[src/rtl/rtl_kernel_1_example_burst_issuer_if.sv]
// ---------------------------------------------------------------------------
// rtl_kernel_1_example_burst_issuer_if
// Bundles the control, AR-command and response-tracking signals of the
// burst issuer.
//   master : the issuer's view (drives cmd_*, ctrl_done, busy, outstanding,
//            rsp_err; receives ctrl_start/addr/size, cmd_ready, rsp_done)
//   slave  : the environment's view (kernel control + AXI read master)
// ---------------------------------------------------------------------------
interface rtl_kernel_1_example_burst_issuer_if #(
    parameter int C_ADDR_WIDTH      = 64,
    parameter int C_XFER_SIZE_WIDTH = 32,
    parameter int C_MAX_OUTSTANDING = 16
);
    localparam int CW = $clog2(C_MAX_OUTSTANDING) + 1;

    logic                         ctrl_start;
    logic [C_ADDR_WIDTH-1:0]      ctrl_addr_offset;
    logic [C_XFER_SIZE_WIDTH-1:0] ctrl_xfer_size;
    logic                         ctrl_done;
    logic                         busy;
    logic                         cmd_valid;
    logic                         cmd_ready;
    logic [C_ADDR_WIDTH-1:0]      cmd_addr;
    logic [7:0]                   cmd_len;
    logic                         rsp_done;
    logic [CW-1:0]                outstanding;
    logic                         rsp_err;

    modport master (
        input  ctrl_start, ctrl_addr_offset, ctrl_xfer_size, cmd_ready, rsp_done,
        output ctrl_done, busy, cmd_valid, cmd_addr, cmd_len, outstanding, rsp_err
    );

    modport slave (
        output ctrl_start, ctrl_addr_offset, ctrl_xfer_size, cmd_ready, rsp_done,
        input  ctrl_done, busy, cmd_valid, cmd_addr, cmd_len, outstanding, rsp_err
    );
endinterface

[src/rtl/rtl_kernel_1_example_burst_issuer.sv]
// ---------------------------------------------------------------------------
// rtl_kernel_1_example_burst_issuer
// Splits one host-programmed read transfer into AR bursts of at most
// C_BURST_LEN beats, limits bursts in flight to C_MAX_OUTSTANDING with a
// credit counter, and pulses ctrl_done once all bursts have returned.
// Ports:
//   clk  : kernel clock, rising edge
//   rst  : asynchronous active-high reset
//   bus  : master modport of rtl_kernel_1_example_burst_issuer_if
// All outputs come straight from flops.
// ---------------------------------------------------------------------------
module rtl_kernel_1_example_burst_issuer #(
    parameter int C_ADDR_WIDTH      = 64,
    parameter int C_DATA_WIDTH      = 512,
    parameter int C_XFER_SIZE_WIDTH = 32,
    parameter int C_BURST_LEN       = 64,
    parameter int C_MAX_OUTSTANDING = 16
) (
    input  logic clk,
    input  logic rst,
    rtl_kernel_1_example_burst_issuer_if.master bus
);
    localparam int BPB     = C_DATA_WIDTH / 8;
    localparam int LOG_BPB = $clog2(BPB);
    localparam int CW      = $clog2(C_MAX_OUTSTANDING) + 1;
    localparam int XW      = C_XFER_SIZE_WIDTH;
    localparam int AW      = C_ADDR_WIDTH;

    localparam logic [CW-1:0] MAX_CNT = CW'(C_MAX_OUTSTANDING);
    localparam logic [XW-1:0] BL_X    = XW'(C_BURST_LEN);
    localparam logic [7:0]    BL_M1   = 8'(C_BURST_LEN - 1);

    typedef enum logic [1:0] {
        S_IDLE  = 2'd0,
        S_ISSUE = 2'd1,
        S_DRAIN = 2'd2,
        S_DONE  = 2'd3
    } state_e;

    // AXI len field (beats-1) for the next burst given the beats still to issue.
    function automatic logic [7:0] f_burst_len(input logic [XW-1:0] remaining);
        logic [7:0] len;
        if (remaining == {XW{1'b0}}) begin
            len = 8'd0;
        end else if (remaining >= BL_X) begin
            len = BL_M1;
        end else begin
            len = 8'(remaining - {{(XW-1){1'b0}}, 1'b1});
        end
        return len;
    endfunction

    state_e          state_q, state_d;
    logic [AW-1:0]   addr_q, addr_d;
    logic [XW-1:0]   rem_q, rem_d;
    logic [CW-1:0]   cnt_q, cnt_d;
    logic            err_q, err_d;
    logic [7:0]      len_q, len_d;
    logic            cmd_valid_q, cmd_valid_d;
    logic            done_q, done_d;
    logic            busy_q, busy_d;

    logic            start_acc_s;
    logic            hs_s;
    logic [8:0]      len_plus1_s;
    logic [XW-1:0]   beats_s;
    logic [AW-1:0]   step_s;

    assign start_acc_s = (state_q == S_IDLE) && bus.ctrl_start;
    assign hs_s        = cmd_valid_q && bus.cmd_ready;
    assign len_plus1_s = {1'b0, len_q} + 9'd1;
    // Ceiling divide by BPB without widening: whole beats plus one for any tail.
    assign beats_s     = (bus.ctrl_xfer_size >> LOG_BPB)
                       + {{(XW-1){1'b0}}, |bus.ctrl_xfer_size[LOG_BPB-1:0]};
    assign step_s      = AW'(len_plus1_s) << LOG_BPB;

    // FSM state register.
    always_ff @(posedge clk or posedge rst) begin
        if (rst) begin
            state_q <= S_IDLE;
        end else begin
            state_q <= state_d;
        end
    end

    // FSM next-state decode.
    always_comb begin
        state_d = state_q;
        case (state_q)
            S_IDLE: begin
                if (start_acc_s) begin
                    state_d = (beats_s == {XW{1'b0}}) ? S_DONE : S_ISSUE;
                end else begin
                    state_d = S_IDLE;
                end
            end
            S_ISSUE: begin
                // The handshake that consumes the last beats ends issuing.
                if (hs_s && (rem_q == XW'(len_plus1_s))) begin
                    state_d = S_DRAIN;
                end else begin
                    state_d = S_ISSUE;
                end
            end
            S_DRAIN: begin
                if (cnt_q == {CW{1'b0}}) begin
                    state_d = S_DONE;
                end else begin
                    state_d = S_DRAIN;
                end
            end
            S_DONE:  state_d = S_IDLE;
            default: state_d = S_IDLE;
        endcase
    end

    // Address/remaining-beat bookkeeping and the credit counter.
    always_comb begin
        addr_d = addr_q;
        rem_d  = rem_q;
        cnt_d  = cnt_q;
        err_d  = err_q;
        if (start_acc_s) begin
            addr_d = bus.ctrl_addr_offset;
            rem_d  = beats_s;
            err_d  = 1'b0;
        end else if (hs_s) begin
            addr_d = addr_q + step_s;
            rem_d  = rem_q - XW'(len_plus1_s);
        end else begin
            addr_d = addr_q;
            rem_d  = rem_q;
        end
        case ({hs_s, bus.rsp_done})
            2'b10: cnt_d = cnt_q + {{(CW-1){1'b0}}, 1'b1};
            2'b01: begin
                // A response with nothing in flight is a protocol error; the
                // count must not underflow.
                if (cnt_q == {CW{1'b0}}) begin
                    err_d = 1'b1;
                end else begin
                    cnt_d = cnt_q - {{(CW-1){1'b0}}, 1'b1};
                end
            end
            default: cnt_d = cnt_q;
        endcase
    end

    // FSM output decode, evaluated on next-state values so outputs can be registered.
    // cmd_valid uses the next count, i.e. the registered count of the cycle
    // it is presented in, so a response never bypasses into the same cycle.
    always_comb begin
        cmd_valid_d = (state_d == S_ISSUE) && (cnt_d < MAX_CNT);
        done_d      = (state_d == S_DONE);
        busy_d      = (state_d != S_IDLE);
        len_d       = f_burst_len(rem_d);
    end

    // Datapath and output registers.
    always_ff @(posedge clk or posedge rst) begin
        if (rst) begin
            addr_q      <= {AW{1'b0}};
            rem_q       <= {XW{1'b0}};
            cnt_q       <= {CW{1'b0}};
            err_q       <= 1'b0;
            len_q       <= 8'd0;
            cmd_valid_q <= 1'b0;
            done_q      <= 1'b0;
            busy_q      <= 1'b0;
        end else begin
            addr_q      <= addr_d;
            rem_q       <= rem_d;
            cnt_q       <= cnt_d;
            err_q       <= err_d;
            len_q       <= len_d;
            cmd_valid_q <= cmd_valid_d;
            done_q      <= done_d;
            busy_q      <= busy_d;
        end
    end

    assign bus.cmd_valid   = cmd_valid_q;
    assign bus.cmd_addr    = addr_q;
    assign bus.cmd_len     = len_q;
    assign bus.ctrl_done   = done_q;
    assign bus.busy        = busy_q;
    assign bus.outstanding = cnt_q;
    assign bus.rsp_err     = err_q;

endmodule
[src/flat_wrapper.sv]
// flat-port wrapper written by rule: the top's interface ports become plain ports
module rtl_kernel_1_example_burst_issuer_flat 
#(
    parameter int C_ADDR_WIDTH      = 64,
    parameter int C_DATA_WIDTH      = 512,
    parameter int C_XFER_SIZE_WIDTH = 32,
    parameter int C_BURST_LEN       = 64,
    parameter int C_MAX_OUTSTANDING = 16
)
  (clk, rst, bus_ctrl_start, bus_ctrl_addr_offset, bus_ctrl_xfer_size, bus_cmd_ready, bus_rsp_done, bus_ctrl_done, bus_busy, bus_cmd_valid, bus_cmd_addr, bus_cmd_len, bus_outstanding, bus_rsp_err);
  rtl_kernel_1_example_burst_issuer_if #(.C_ADDR_WIDTH(C_ADDR_WIDTH), .C_XFER_SIZE_WIDTH(C_XFER_SIZE_WIDTH), .C_MAX_OUTSTANDING(C_MAX_OUTSTANDING)) bus_i ();
  input  logic clk;
  input  logic rst;
  input wire logic [$bits(bus_i.ctrl_start)-1:0] bus_ctrl_start;
  input wire logic [$bits(bus_i.ctrl_addr_offset)-1:0] bus_ctrl_addr_offset;
  input wire logic [$bits(bus_i.ctrl_xfer_size)-1:0] bus_ctrl_xfer_size;
  input wire logic [$bits(bus_i.cmd_ready)-1:0] bus_cmd_ready;
  input wire logic [$bits(bus_i.rsp_done)-1:0] bus_rsp_done;
  output wire logic [$bits(bus_i.ctrl_done)-1:0] bus_ctrl_done;
  output wire logic [$bits(bus_i.busy)-1:0] bus_busy;
  output wire logic [$bits(bus_i.cmd_valid)-1:0] bus_cmd_valid;
  output wire logic [$bits(bus_i.cmd_addr)-1:0] bus_cmd_addr;
  output wire logic [$bits(bus_i.cmd_len)-1:0] bus_cmd_len;
  output wire logic [$bits(bus_i.outstanding)-1:0] bus_outstanding;
  output wire logic [$bits(bus_i.rsp_err)-1:0] bus_rsp_err;
  assign bus_i.ctrl_start = bus_ctrl_start;
  assign bus_i.ctrl_addr_offset = bus_ctrl_addr_offset;
  assign bus_i.ctrl_xfer_size = bus_ctrl_xfer_size;
  assign bus_i.cmd_ready = bus_cmd_ready;
  assign bus_i.rsp_done = bus_rsp_done;
  assign bus_ctrl_done = bus_i.ctrl_done;
  assign bus_busy = bus_i.busy;
  assign bus_cmd_valid = bus_i.cmd_valid;
  assign bus_cmd_addr = bus_i.cmd_addr;
  assign bus_cmd_len = bus_i.cmd_len;
  assign bus_outstanding = bus_i.outstanding;
  assign bus_rsp_err = bus_i.rsp_err;
  rtl_kernel_1_example_burst_issuer #(.C_ADDR_WIDTH(C_ADDR_WIDTH), .C_DATA_WIDTH(C_DATA_WIDTH), .C_XFER_SIZE_WIDTH(C_XFER_SIZE_WIDTH), .C_BURST_LEN(C_BURST_LEN), .C_MAX_OUTSTANDING(C_MAX_OUTSTANDING)) u_core (.clk(clk), .rst(rst), .bus(bus_i));
endmodule
[config.mk]
export PLATFORM = sky130hd
export DESIGN_NAME = rtl_kernel_1_example_burst_issuer_flat
export DESIGN_NICKNAME = d
export VERILOG_FILES = /design/src/rtl/rtl_kernel_1_example_burst_issuer_if.sv /design/src/rtl/rtl_kernel_1_example_burst_issuer.sv /design/src/flat_wrapper.sv
export SDC_FILE = /design/constraint.sdc
export NUM_CORES = 1
export LEC_CHECK = 0
export CAP_MARGIN = 5
export CORE_UTILIZATION = 39
export CTS_CLUSTER_DIAMETER = 120
export DETAILED_ROUTE_END_ITERATION = 10
export PLACE_DENSITY_LB_ADDON = 0.08
export SETUP_SLACK_MARGIN = 0.2
export SLEW_MARGIN = 20
export SYNTH_ARGS = -nofsm -noshare
export SYNTH_HDL_FRONTEND = slang
export SYNTH_SLANG_ARGS = --single-unit
[constraint.sdc]
create_clock -name clk -period 9.2 [get_ports clk]
set_input_delay 1.38 -clock clk [delete_from_list [all_inputs] [get_ports clk]]
set_output_delay 1.38 -clock clk [all_outputs]
set_load 0.03 [all_outputs]
# After elaboration in Yosys (flattened, before gate mapping)

Cells that the tools add are included.

Flip-flop bits (word level): 115
Input bits: 101
Output and inout port bits: 81
Word-level logic and storage cells: 53

$add $sub $neg: 7
Magnitude comparators: 2
Eq/ne operators: 8
Multiplexer cells: 16
Reduce and logical (&&, ||, !) cells: 11

Operators with widths:

| kind                  | count |
|---|---|
| $mux W64              | 2 |
| $add A64 B15 Y64      | 1 |
| $logic_not A32 Y1     | 2 |
| $mux W32              | 2 |
| $eq A32 B9 Y1         | 1 |
| $ge A32 B7 Y1 const B | 1 |
| $sub A32 B9 Y32       | 1 |
| $add A26 B1 Y27       | 1 |
| $mux W8               | 2 |
| $pmux W5 S2           | 1 |
| $add A8 B1 Y9 const B | 1 |
| $eq A2 B2 Y1 const B  | 4 |
| $pmux W2 S4           | 1 |
| $sub A8 B1 Y8 const B | 1 |
| $eq A2 B1 Y1 const B  | 3 |
| $mux W2               | 3 |
| $reduce_or A6 Y1      | 1 |
| $add A5 B1 Y5 const B | 1 |
| $logic_not A5 Y1      | 1 |
| $lt A5 B5 Y1 const B  | 1 |
| $mux W5               | 1 |
| $sub A5 B1 Y5 const B | 1 |
| $logic_and A1 B1 Y1   | 4 |
| $mux W1               | 4 |
| 2 further kinds       | 3 |

# Longest topological paths before layout

Gate-level depths: netlist (run 1).

Depth in word-level cells: 8
Gate-level depth with buffers: 17
Depth with buffers taken out: 14

# Worst setup path after synthesis (run 1)

OpenSTA, ideal clock, no wires.

Kind: register to register
Start: register u_core.len_q[0] (netlist: u_core.bus.cmd_len[0])
End: register u_core.len_q[7] (netlist: u_core.bus.cmd_len[7])
Setup time: 0.107 ns
Data arrival time: 4.158 ns
Required time: 9.093 ns
Setup slack: 4.936 ns
Cell stages (with the launch flop): 17
Path buffers: 2
Clock period less this slack: 4.264 ns
Cells stage by stage: dfrtp_1 -> ha_1 -> nand3_1 -> nor2_1 -> xor2_1 -> inv_1 -> ha_1 -> buf_2 -> and3_1 -> a221o_1 -> o21a_1 -> clkbuf_1 -> o311ai_2 -> nand3_1 -> or4_4 -> or4_4 -> a2111oi_4

Word-level cells in the longest chain between the ends: 7
Elaborated cells between the ends (all ways): 9
Those cells by class: add/sub (3); order compare (1); mux (4); reduce/logical (1)

Ends and longest elaborated chain:

| what                     | line                                     | text |
|---|---|---|
| start: declaration       | rtl_kernel_1_example_burst_issuer.sv:58  | `logic [7:0] len_q, len_d;` |
| start signal: assignment | rtl_kernel_1_example_burst_issuer.sv:175 | `len_q <= len_d;` |
| $add A8 B1 Y9 *          | rtl_kernel_1_example_burst_issuer.sv:71  | `assign len_plus1_s = {1'b0, len_q} + 9'd1;` |
| $sub A32 B9 Y32 *        | rtl_kernel_1_example_burst_issuer.sv:129 | `rem_d = rem_q - XW'(len_plus1_s);` |
| $mux W32 *               | rtl_kernel_1_example_burst_issuer.sv:127 | `end else if (hs_s) begin` |
| $mux W32 *               | rtl_kernel_1_example_burst_issuer.sv:123 | `if (start_acc_s) begin` |
| via u_core.rem_d[25]     | rtl_kernel_1_example_burst_issuer.sv:55  | `logic [XW-1:0] rem_q, rem_d;` |
| $ge A32 B7 Y1            | rtl_kernel_1_example_burst_issuer.sv:45  | `end else if (remaining >= BL_X) begin` |
| $mux W8                  | rtl_kernel_1_example_burst_issuer.sv:45  |  |
| $mux W8 *                | rtl_kernel_1_example_burst_issuer.sv:43  | `if (remaining == {XW{1'b0}}) begin` |
| via u_core.len_d[7]      | rtl_kernel_1_example_burst_issuer.sv:58  |  |

Mark *: on every way through the listed nets, which the timed path passes. The rest lies on a longest branch.
A chain may end at the register's enable or synchronous reset.

# Worst setup path in the final report (run 1)

Start: register u_core.len_q[0] (netlist: u_core.bus.cmd_len[0])
End: register u_core.len_q[5] (netlist: u_core.bus.cmd_len[5])

Same word-level chain as after synthesis.

==> flow_summary.json, run 1 <==
{
  "diodes": 0,
  "cts_tree": "built",
  "power_switching_share_pct": 39.8,
  "drc": 0,
  "cp_max_fo": 13,
  "status": "completed",
  "cts_setup_buffers": 0,
  "endpoint_kind": "register",
  "cts_hold_buf": 0,
  "arrival_ns": 5.00,
  "place_area_mm2": 0.0101,
  "avgSynthCellArea_um2": 8.30,
  "insertion_delay_ns": 0.42,
  "gp_congestion": 0.885,
  "synth_ff_type": "dfrtp_1",
  "grt_pass1_wl_um": 38500,
  "cp_slowest_cell": "or4_4",
  "rsz0062_at_grt": "no",
  "drive_gt1_share_pct": 5.49,
  "wl_per_cell_um": 16.9,
  "slew-limit-headroom_pct": 36.5,
  "synthToLayoutAreaGrowth_pct": 32.1,
  "synth-seq-area-share_pct": 35.6,
  "powerDensity_mw_per_mm2": 223,
  "firstDrtPassIters": 5,
  "cts_root_buf": "clkbuf_16",
  "slew_viol_final": 0,
  "worstPathRequired_ns": 9.47,
  "period_minus_slack_ns": 4.74,
  "initial_utilization_pct": 39.8,
  "hp-class": "reg -> reg",
  "dieArea_mm2": 0.0213,
  "maxCapViolations": 0,
  "clkSinkCount": 115,
  "power_switching_uw": 947,
  "pwr-share-clk_pct": 26.7,
  "synth_fp_nets": 1103,
  "finalPower_uw": 2380,
  "path_clk_slew_ns": 0.05,
  "grt_pass1_vias": 7381,
  "synth_area_mm2": 0.00808,
  "max_freq_mhz": 211,
  "slowest_delay_ns": 0.58,
  "num_rows": 52,
  "clock_path_buffers": 2,
  "num-fill-cells": 1963,
  "ant_nets": 0,
  "overflow": 0,
  "async_flop_share_pct": 100,
  "viasPerCell": 5.55,
  "grt_max_degree": 82,
  "ys_ff_latch": 115,
  "fin_nets": 1264,
  "p_leak_uw": 0.00412,
  "hold_viol_final": 0,
  "port_buffers": 181,
  "setup_tns_ns": 0,
  "startpoint_type": "register",
  "path_cells": "ha_1 -> nand3_1 -> nor2_1 -> xor2_1 -> inv_1 -> ha_1 -> nand3_1 -> a2111oi_0 -> o21a_1 -> or4_1 -> a31oi_1 -> or4_4 -> nor4_2 -> nand3_1",
  "drt_iter0_markers": 527,
  "cts_made_buffers": 17,
  "fin_crit_sh_pct": 51.5,
  "setup_viol": 0,
  "internal-power_uw": 1430,
  "dp_hpwl_um": 17800,
  "htreeDepth": 4,
  "synthCells": 973,
  "worst_pin_slew_ns": 0.952,
  "antenna_found_initial": 0,
  "critical_path_buf_inv_count": 1,
  "chipWidth_um": 146,
  "ys_types": 78,
  "die-height_um": 146,
  "yosysWarnings": 0,
  "seq_power_share_pct": 31.9,
  "synth_edf_count": 0,
  "io_pins": 182,
  "cpLargestDelayFamily": "simple AND/OR/NAND/NOR gates",
  "grt.total_usage_pct": 22.8,
  "final_area_mm2": 0.0107,
  "vias": 7861,
  "cp_common_cell": "nand3_1",
  "critPathKind": "reg -> reg",
  "timing.hold.ws_ns": 0.471,
  "routed_wl_um": 24000,
  "fin_skew_ns": 0.0104,
  "ir_worst_vdd_mv": 0.120,
  "p_comb_share_pct": 41.4,
  "ctsResizeCount": 0,
  "core_mm2": 0.0203
}
[cell usage after synthesis, drive strengths merged (10+ instances only)]
| master | instances | area (µm²) |
|---|---|---|
| nor2 | 71 | 267 |
| or3 | 18 | 113 |
| or4 | 15 | 124 |
| a31oi | 23 | 144 |
| nor3 | 19 | 95.1 |
| nor4 | 24 | 178 |
| xnor2 | 47 | 412 |
| a21oi | 57 | 285 |
| nand3 | 50 | 260 |
| a211oi | 19 | 143 |
| inv | 36 | 135 |
| buf | 10 | 42.5 |
| ha | 27 | 338 |
| xor2 | 34 | 298 |
| clkbuf | 35 | 131 |
| and3 | 13 | 81.3 |
| dfrtp | 115 | 2880 |
| nand2 | 124 | 465 |
| o21ai | 73 | 365 |
| nand4 | 30 | 188 |
[through the flow]
step / utilization [%] / std cells / setup slack, ns
floorplan: - / 973 / 4.78
global placement: 49.8 / 1385 / 4.20
detailed placement: 49.8 / 1385 / 4.15
finish: 52.6 / 1417 / 4.46
global route: 52.6 / 1417 / 4.14
CTS: 52.6 / 1417 / 4.49
[worst reg2reg max path: stages, from the launching register on]
cell       delay, ns
dfrtp_1         0.44
ha_1            0.21
nand3_1         0.13
nor2_1          0.19
xor2_1          0.22
inv_1           0.07
ha_1            0.47
nand3_1         0.15
a2111oi_0       0.51
o21a_1          0.56
or4_1           0.20
a31oi_1         0.11
or4_4           0.58
nor4_2          0.58
nand3_1         0.16
[layout by cell type (no fill, tap or decap), drive strengths merged, types with 5 or more instances in the layout]
| master | Yosys | final |
|---|---|---|
| a31oi | 23 | 23 |
| and2 | 9 | 9 |
| nand3 | 50 | 50 |
| clkbuf | 35 | 21 |
| a211oi | 19 | 19 |
| or3 | 18 | 18 |
| nand2 | 124 | 124 |
| nor3b | 6 | 6 |
| xnor2 | 47 | 47 |
| a21o | 8 | 8 |
| nor4 | 24 | 24 |
| buf | 10 | 6 |
| dfrtp | 115 | 115 |
| nor2 | 71 | 71 |
| ha | 27 | 27 |
| o21ai | 73 | 73 |
| mux2i | 6 | 6 |
| or4 | 15 | 15 |
| and4 | 7 | 7 |
| clkinv | 0 | 8 |
| o31a | 7 | 7 |
| and3 | 13 | 13 |
| o21bai | 5 | 5 |
| clkdlybuf4s50 | 0 | 181 |
| nand2b | 9 | 9 |
| nor3 | 19 | 19 |
| nand4 | 30 | 30 |
| xor2 | 34 | 34 |
| inv | 36 | 36 |
| a21oi | 57 | 57 |
| o211ai | 5 | 5 |
[final timing paths]
path	from	endpoint	slack [ns]	cells after the start
worst min-delay path	u_core.bus.cmd_addr[4]	u_core.bus.cmd_addr[4]	0.47	2
max in group asynchronous	rst	u_core.bus.outstanding[0]	6.51	3
worst min register to register	u_core.bus.cmd_addr[4]	u_core.bus.cmd_addr[4]	0.47	2
min in group asynchronous	rst	u_core.bus.cmd_addr[3]	1.51	2
worst max-delay path	u_core.bus.cmd_len[0]	u_core.bus.cmd_len[5]	4.46	14
worst max register to register	u_core.bus.cmd_len[0]	u_core.bus.cmd_len[5]	4.46	14
[power groups by stage]
stage	clock, µW	combinational (µW)	sequential [µW]
floorplan	0	535	851
finish	636	985	758
detailed placement	0	976	763
global placement	0	975	762
global route	671	1070	775
CTS	648	981	755
[cells by family after synthesis]
| kind of cell | after synthesis | synth area share (%) |
|---|---|---|
| xor gates and xnor gates | 81 | 8.78 |
| adders and majority gates | 29 | 4.68 |
| AOI/OAI and AO/OA | 239 | 18.9 |
| buffers and inverters | 81 | 3.82 |
| and+or+nand+nor | 419 | 27.1 |
| muxes | 8 | 1.02 |
| other | 1 | 0.0464 |
| DFF | 115 | 35.6 |
[state kept, by name, indices dropped and copies added (netlist names)]
name and flops:
u_core.bus.ctrl_done 1, u_core.bus.cmd_valid 1, u_core.bus.cmd_addr 64, u_core.bus.rsp_err 1, u_core.rem_q 32, u_core.bus.outstanding 5, u_core.bus.busy 1, u_core.bus.cmd_len 8
u_core.state_q 2
[cell type report]
class                           instances  area [µm²]  share of cell area [%]
Clock buffer                           21         450                    4.22
Clock inverter                         11         111                    1.04
Inverter                               36         138                    1.29
Multi-Input combinational cell        777        4900                    45.9
Sequential cell                       115        2880                    27.0
Tap cell                              270         338                    3.17
Timing Repair Buffer                  187        1860                    17.4
[per-layer routing]
metal,vias to the layer above,part of all wire [%],global-route usage [%]
li1,3889,-,-
met1,3708,46,30.5
met2,232,47,37.7
met3,32,4.6,3.23
met4,0,2.1,7.89
met5,-,0,0
Note: power is estimated with default switching activity, not from simulation.
==> run 2: changes to the inputs <==
Clock period 9.2 ns to 4.06 ns, I/O delays scaled along.
==> flow_summary.json, run 2 (same netlist as run 1, synthesis figures left out) <==
{
  "status": "completed",
  "critPathKind": "reg -> reg",
  "layout_common_cells": "181 x clkdlybuf4s50_1, 124 x nand2_1, 110 x dfrtp_1, 68 x nor2_1, 60 x o21ai_0",
  "insertion_delay_ns": 0.42,
  "firstDrtPassIters": 6,
  "num_rows": 52,
  "maxCapViolations": 0,
  "diodes": 0,
  "fin_nets": 1313,
  "cpLargestDelayFamily": "simple AND/OR/NAND/NOR gates",
  "hold_viol_final": 0,
  "cp_slowest_cell": "or4_4",
  "clock_path_buffers": 2,
  "antenna_found_initial": 0,
  "hp-class": "reg -> reg",
  "largest_register_ffs": 64,
  "routed_wl_um": 24800,
  "path_cells": "and3_4 -> nand3_4 -> nor2_4 -> xor2_2 -> inv_1 -> ha_4 -> and3_1 -> a221o_1 -> o21a_4 -> o311ai_2 -> nand3_1 -> or4_4 -> or4_4 -> a2111oi_4",
  "grt.total_usage_pct": 24.0,
  "arrival_ns": 4.10,
  "slew_viol_final": 0,
  "place_area_mm2": 0.0105,
  "overflow": 0,
  "cp_max_fo": 8,
  "dp_hpwl_um": 18600,
  "cp_common_cell": "or4_4",
  "drc": 0,
  "slowest_delay_ns": 0.50,
  "chipWidth_um": 146,
  "fin_skew_ns": 0.00731,
  "setup_viol": 0,
  "worstPathRequired_ns": 4.38,
  "layout_commonest_cell": "clkdlybuf4s50_1",
  "max_freq_mhz": 264,
  "drive_gt1_share_pct": 12.5,
  "startpoint_type": "register",
  "gp_congestion": 0.853,
  "ir_worst_vdd_mv": 0.236,
  "grt_pass1_wl_um": 40600,
  "path_clk_slew_ns": 0.06,
  "clkSinkCount": 115,
  "ant_nets": 0,
  "wl_per_cell_um": 16.9,
  "setup_ws_ns": 0.278,
  "period_minus_slack_ns": 3.78,
  "viasPerCell": 5.45,
  "dieArea_mm2": 0.0213,
  "port_buffers": 181,
  "die-height_um": 146,
  "grt_pass1_vias": 7721,
  "cts_made_buffers": 17,
  "drt_iter0_markers": 499,
  "htreeDepth": 4,
  "cts_root_buf": "clkbuf_16",
  "powerDensity_mw_per_mm2": 520,
  "grt_max_degree": 89,
  "final_area_mm2": 0.0114,
  "dp_slack_ns": -0.00641,
  "worst_pin_slew_ns": 0.878,
  "finalPower_uw": 5920,
  "fin_crit_sh_pct": 93.2,
  "p_leak_uw": 0.00446,
  "vias": 7995,
  "io_pins": 182,
  "initial_utilization_pct": 39.8,
  "rsz0062_at_grt": "yes",
  "slew-limit-headroom_pct": 41.5,
  "endpoint_kind": "register",
  "cts_tree": "built",
  "critical_path_buf_inv_count": 1,
  "timing.hold.ws_ns": 0.469,
  "core_mm2": 0.0203,
  "synthToLayoutAreaGrowth_pct": 40.8
}
[run 2: worst paths after layout]
| kind | start | end | slack [ns] | cells past startpoint |
|---|---|---|---|---|
| worst max register to register | u_core.bus.cmd_len[0] | u_core.bus.cmd_len[7] | 0.28 | 14 |
| worst max-delay path | u_core.bus.cmd_len[0] | u_core.bus.cmd_len[7] | 0.28 | 14 |
| worst min register to register | u_core.bus.cmd_addr[2] | u_core.bus.cmd_addr[2] | 0.47 | 2 |
| min in group asynchronous | rst | u_core.rem_q[24] | 0.72 | 2 |
| worst min-delay path | u_core.bus.cmd_addr[2] | u_core.bus.cmd_addr[2] | 0.47 | 2 |
| max in group asynchronous | rst | u_core.bus.cmd_addr[16] | 2.47 | 3 |
[run 2: final cells by class]
cell class	instances	area, µm²
multi-input cells	777	5120
fillers	1913	8920
inverters	36	138
flip-flops and latches	115	2880
well taps	270	338
clock inverters	7	166
clock buffers	25	505
repair buffers	236	2230
[run 2: what timing repair did]
action,CTS,global route
setup endpoints to repair,7,7
pin swaps,1,9
hold buffers,0,0
hold endpoints to repair,0,0
resized for setup,8,34
setup buffers,2,2
[run 2: through the flow]
| stage | cells | setup TNS, ns | utilization, % |
|---|---|---|---|
| after floorplan | 973 | 0 | - |
| after global placement | 1430 | 0 | 51.6 |
| after detailed placement | 1430 | -0.00641 | 51.6 |
| after CTS | 1464 | 0 | 55.2 |
| after global routing | 1466 | 0 | 56.1 |
| final | 1466 | 0 | 56.1 |
[run 2: report_power, final]
group	internal (µW)	total, µW	switching, µW
combinational	1110	2490	1380
clock	1170	1710	535
sequential	1400	1720	321
total	3690	5920	2240
[run 2: layer usage]
metal  GRT usage (%)  share of wire (%)
met5               0                  0
met1            33.2                 47
met2            38.0                 46
met4            8.32                1.9
met3            4.01                5.0
[run 2: worst register-to-register path: stages (launching register included)]
cell	delay (ns)
dfrtp_2	0.40
and3_4	0.19
nand3_4	0.10
nor2_4	0.11
xor2_2	0.16
inv_1	0.09
ha_4	0.25
and3_1	0.20
a221o_1	0.34
o21a_4	0.24
o311ai_2	0.27
nand3_1	0.13
or4_4	0.50
or4_4	0.50
a2111oi_4	0.19
==> run 3: changes to the inputs <==
Settings changed: GPL_TIMING_DRIVEN set to 0.
==> flow_summary.json, run 3 (same netlist as run 1, synthesis figures left out) <==
{
  "drc": 0,
  "pwr-share-clk_pct": 24.9,
  "worstPathRequired_ns": 4.35,
  "worst_pin_slew_ns": 0.715,
  "grt_pass1_vias": 7678,
  "power_switching_share_pct": 40.1,
  "internal-power_uw": 3410,
  "ant_nets": 0,
  "dieArea_mm2": 0.0213,
  "rsz0062_at_grt": "yes",
  "htreeDepth": 4,
  "power_switching_uw": 2280,
  "instances_no_fill": 1476,
  "viasPerCell": 5.54,
  "num_rows": 52,
  "wl_per_cell_um": 17.9,
  "arrival_ns": 4.69,
  "grt.total_usage_pct": 25.3,
  "insertion_delay_ns": 0.42,
  "slew-limit-headroom_pct": 51.9,
  "p_leak_uw": 0.00438,
  "cts_root_buf": "clkbuf_16",
  "dp_hpwl_um": 19700,
  "cts_made_buffers": 17,
  "m1WireLength_um": 12300,
  "endpoint_kind": "register",
  "cp_max_fo": 5,
  "clkSinkCount": 115,
  "violations": "negative setup slack",
  "fin_crit_sh_pct": 109,
  "drive_gt1_share_pct": 11.1,
  "critPathKind": "reg -> reg",
  "status": "complete, but fails checks",
  "wl_met3_um": 1200,
  "fin_skew_ns": 0.00854,
  "drt_iter0_markers": 499,
  "period_minus_slack_ns": 4.41,
  "startpoint_type": "register",
  "timing.hold.ws_ns": 0.478,
  "slew_viol_final": 0,
  "diodes": 0,
  "ir_worst_vdd_mv": 0.219,
  "dp.cells": 1419,
  "synthToLayoutAreaGrowth_pct": 40.3,
  "routed_wl_um": 26400,
  "cts_hold_buf": 0,
  "vias": 8178,
  "wl_met2_um": 12500,
  "firstDrtPassIters": 5,
  "seq_power_share_pct": 29.8,
  "layout_common_cells": "175 x clkdlybuf4s50_1, 124 x nand2_1, 111 x dfrtp_1, 69 x nor2_1, 61 x o21ai_0",
  "clock_path_buffers": 2,
  "p_comb_share_pct": 45.3,
  "chipWidth_um": 146,
  "path_clk_slew_ns": 0.05,
  "die-height_um": 146,
  "cts_tree": "built",
  "route.top_layer_used": "met4",
  "maxCapViolations": 0,
  "setup_viol": 7,
  "max_freq_mhz": 227,
  "hp-class": "reg -> reg",
  "regArea_mm2": 0.00288,
  "grt_max_degree": 68,
  "dp_slack_ns": -0.604,
  "multiInputGateArea_mm2": 0.00521,
  "gp_congestion": 0.907,
  "antenna_found_initial": 0,
  "core_mm2": 0.0203,
  "initial_utilization_pct": 39.8,
  "grt_pass1_wl_um": 42000,
  "io_pins": 182,
  "num-fill-cells": 1891,
  "port_buffers": 175,
  "powerDensity_mw_per_mm2": 502,
  "overflow": 0,
  "setup_ws_ns": -0.349,
  "fin_nets": 1324,
  "largest_register_ffs": 64,
  "hold_viol_final": 0,
  "layout_commonest_cell": "clkdlybuf4s50_1"
}
-- run 3: repair_timing --
item,CTS,global route
setup buffers,18,7
hold endpoints to repair,0,0
gates resized for setup,51,16
pin swaps,23,11
gates cloned,1,0
setup endpoints to repair,59,53
-- run 3: path summary, 6_finish.rpt --
check / from / slack (ns) / end / cells past startpoint
setup / recovery: u_core.bus.cmd_len[1] / -0.35 / u_core.bus.cmd_len[7] / 16
hold / removal: u_core.bus.cmd_addr[3] / 0.48 / u_core.bus.cmd_addr[3] / 2
setup reg to reg: u_core.bus.cmd_len[1] / -0.35 / u_core.bus.cmd_len[7] / 16
hold reg to reg: u_core.bus.cmd_addr[3] / 0.48 / u_core.bus.cmd_addr[3] / 2
max in group asynchronous: rst / 2.73 / u_core.bus.cmd_addr[55] / 3
min in group asynchronous: rst / 0.61 / u_core.bus.cmd_addr[5] / 2
-- run 3: layout make-up --
cell class	count	share of cell area (%)
Buffer	45	1.97
Clock inverter	3	0.166
Tap cell	270	2.98
Timing Repair Buffer	202	17.5
Inverter	36	1.24
Clock buffer	28	4.74
Sequential cell	115	25.4
Multi-Input combinational cell	777	46.0
-- run 3: power groups by stage --
stage | Clock (µW) | Sequential, µW | Combinational [µW]
finish | 1420 | 1700 | 2580
global route | 1490 | 1740 | 2780
CTS | 1440 | 1690 | 2480
detailed placement | 0 | 1700 | 2270
global placement | 0 | 1700 | 2250
floorplan | 0 | 1930 | 1230
-- run 3: through the flow --
stage / total power [µW] / util (%) / area (µm²) / setup TNS (ns)
global route: 6010 / 55.8 / 11300 / -1.94
detailed placement: 3970 / 50.4 / 10200 / -33.67
CTS: 5610 / 55.1 / 11200 / -0.221
global placement: 3950 / 50.3 / 10200 / -211.44
floorplan: 3160 / - / 8120 / 0
finish: 5690 / 55.8 / 11300 / -0.931
-- run 3: per-layer routing --
| metal | track usage (%) | vias to the layer above |
|---|---|---|
| met5 | 0 | - |
| met4 | 8.00 | 0 |
| met3 | 3.32 | 35 |
| met2 | 41.1 | 273 |
| met1 | 34.8 | 3876 |
| li1 | - | 3994 |
-- run 3: worst max-delay path, cell delays in order, from the launching register on --
cell and delay [ns]:
dfrtp_2 0.41, and3_4 0.21, nand3_4 0.11, nor2_4 0.13, xor2_2 0.19, inv_1 0.07
ha_1 0.28, buf_6 0.13, and3_4 0.18, a221o_1 0.32, o21a_2 0.24, buf_8 0.15
o311ai_4 0.21, nand3_2 0.12, or4_4 0.58, or4_4 0.54, a2111oi_4 0.42
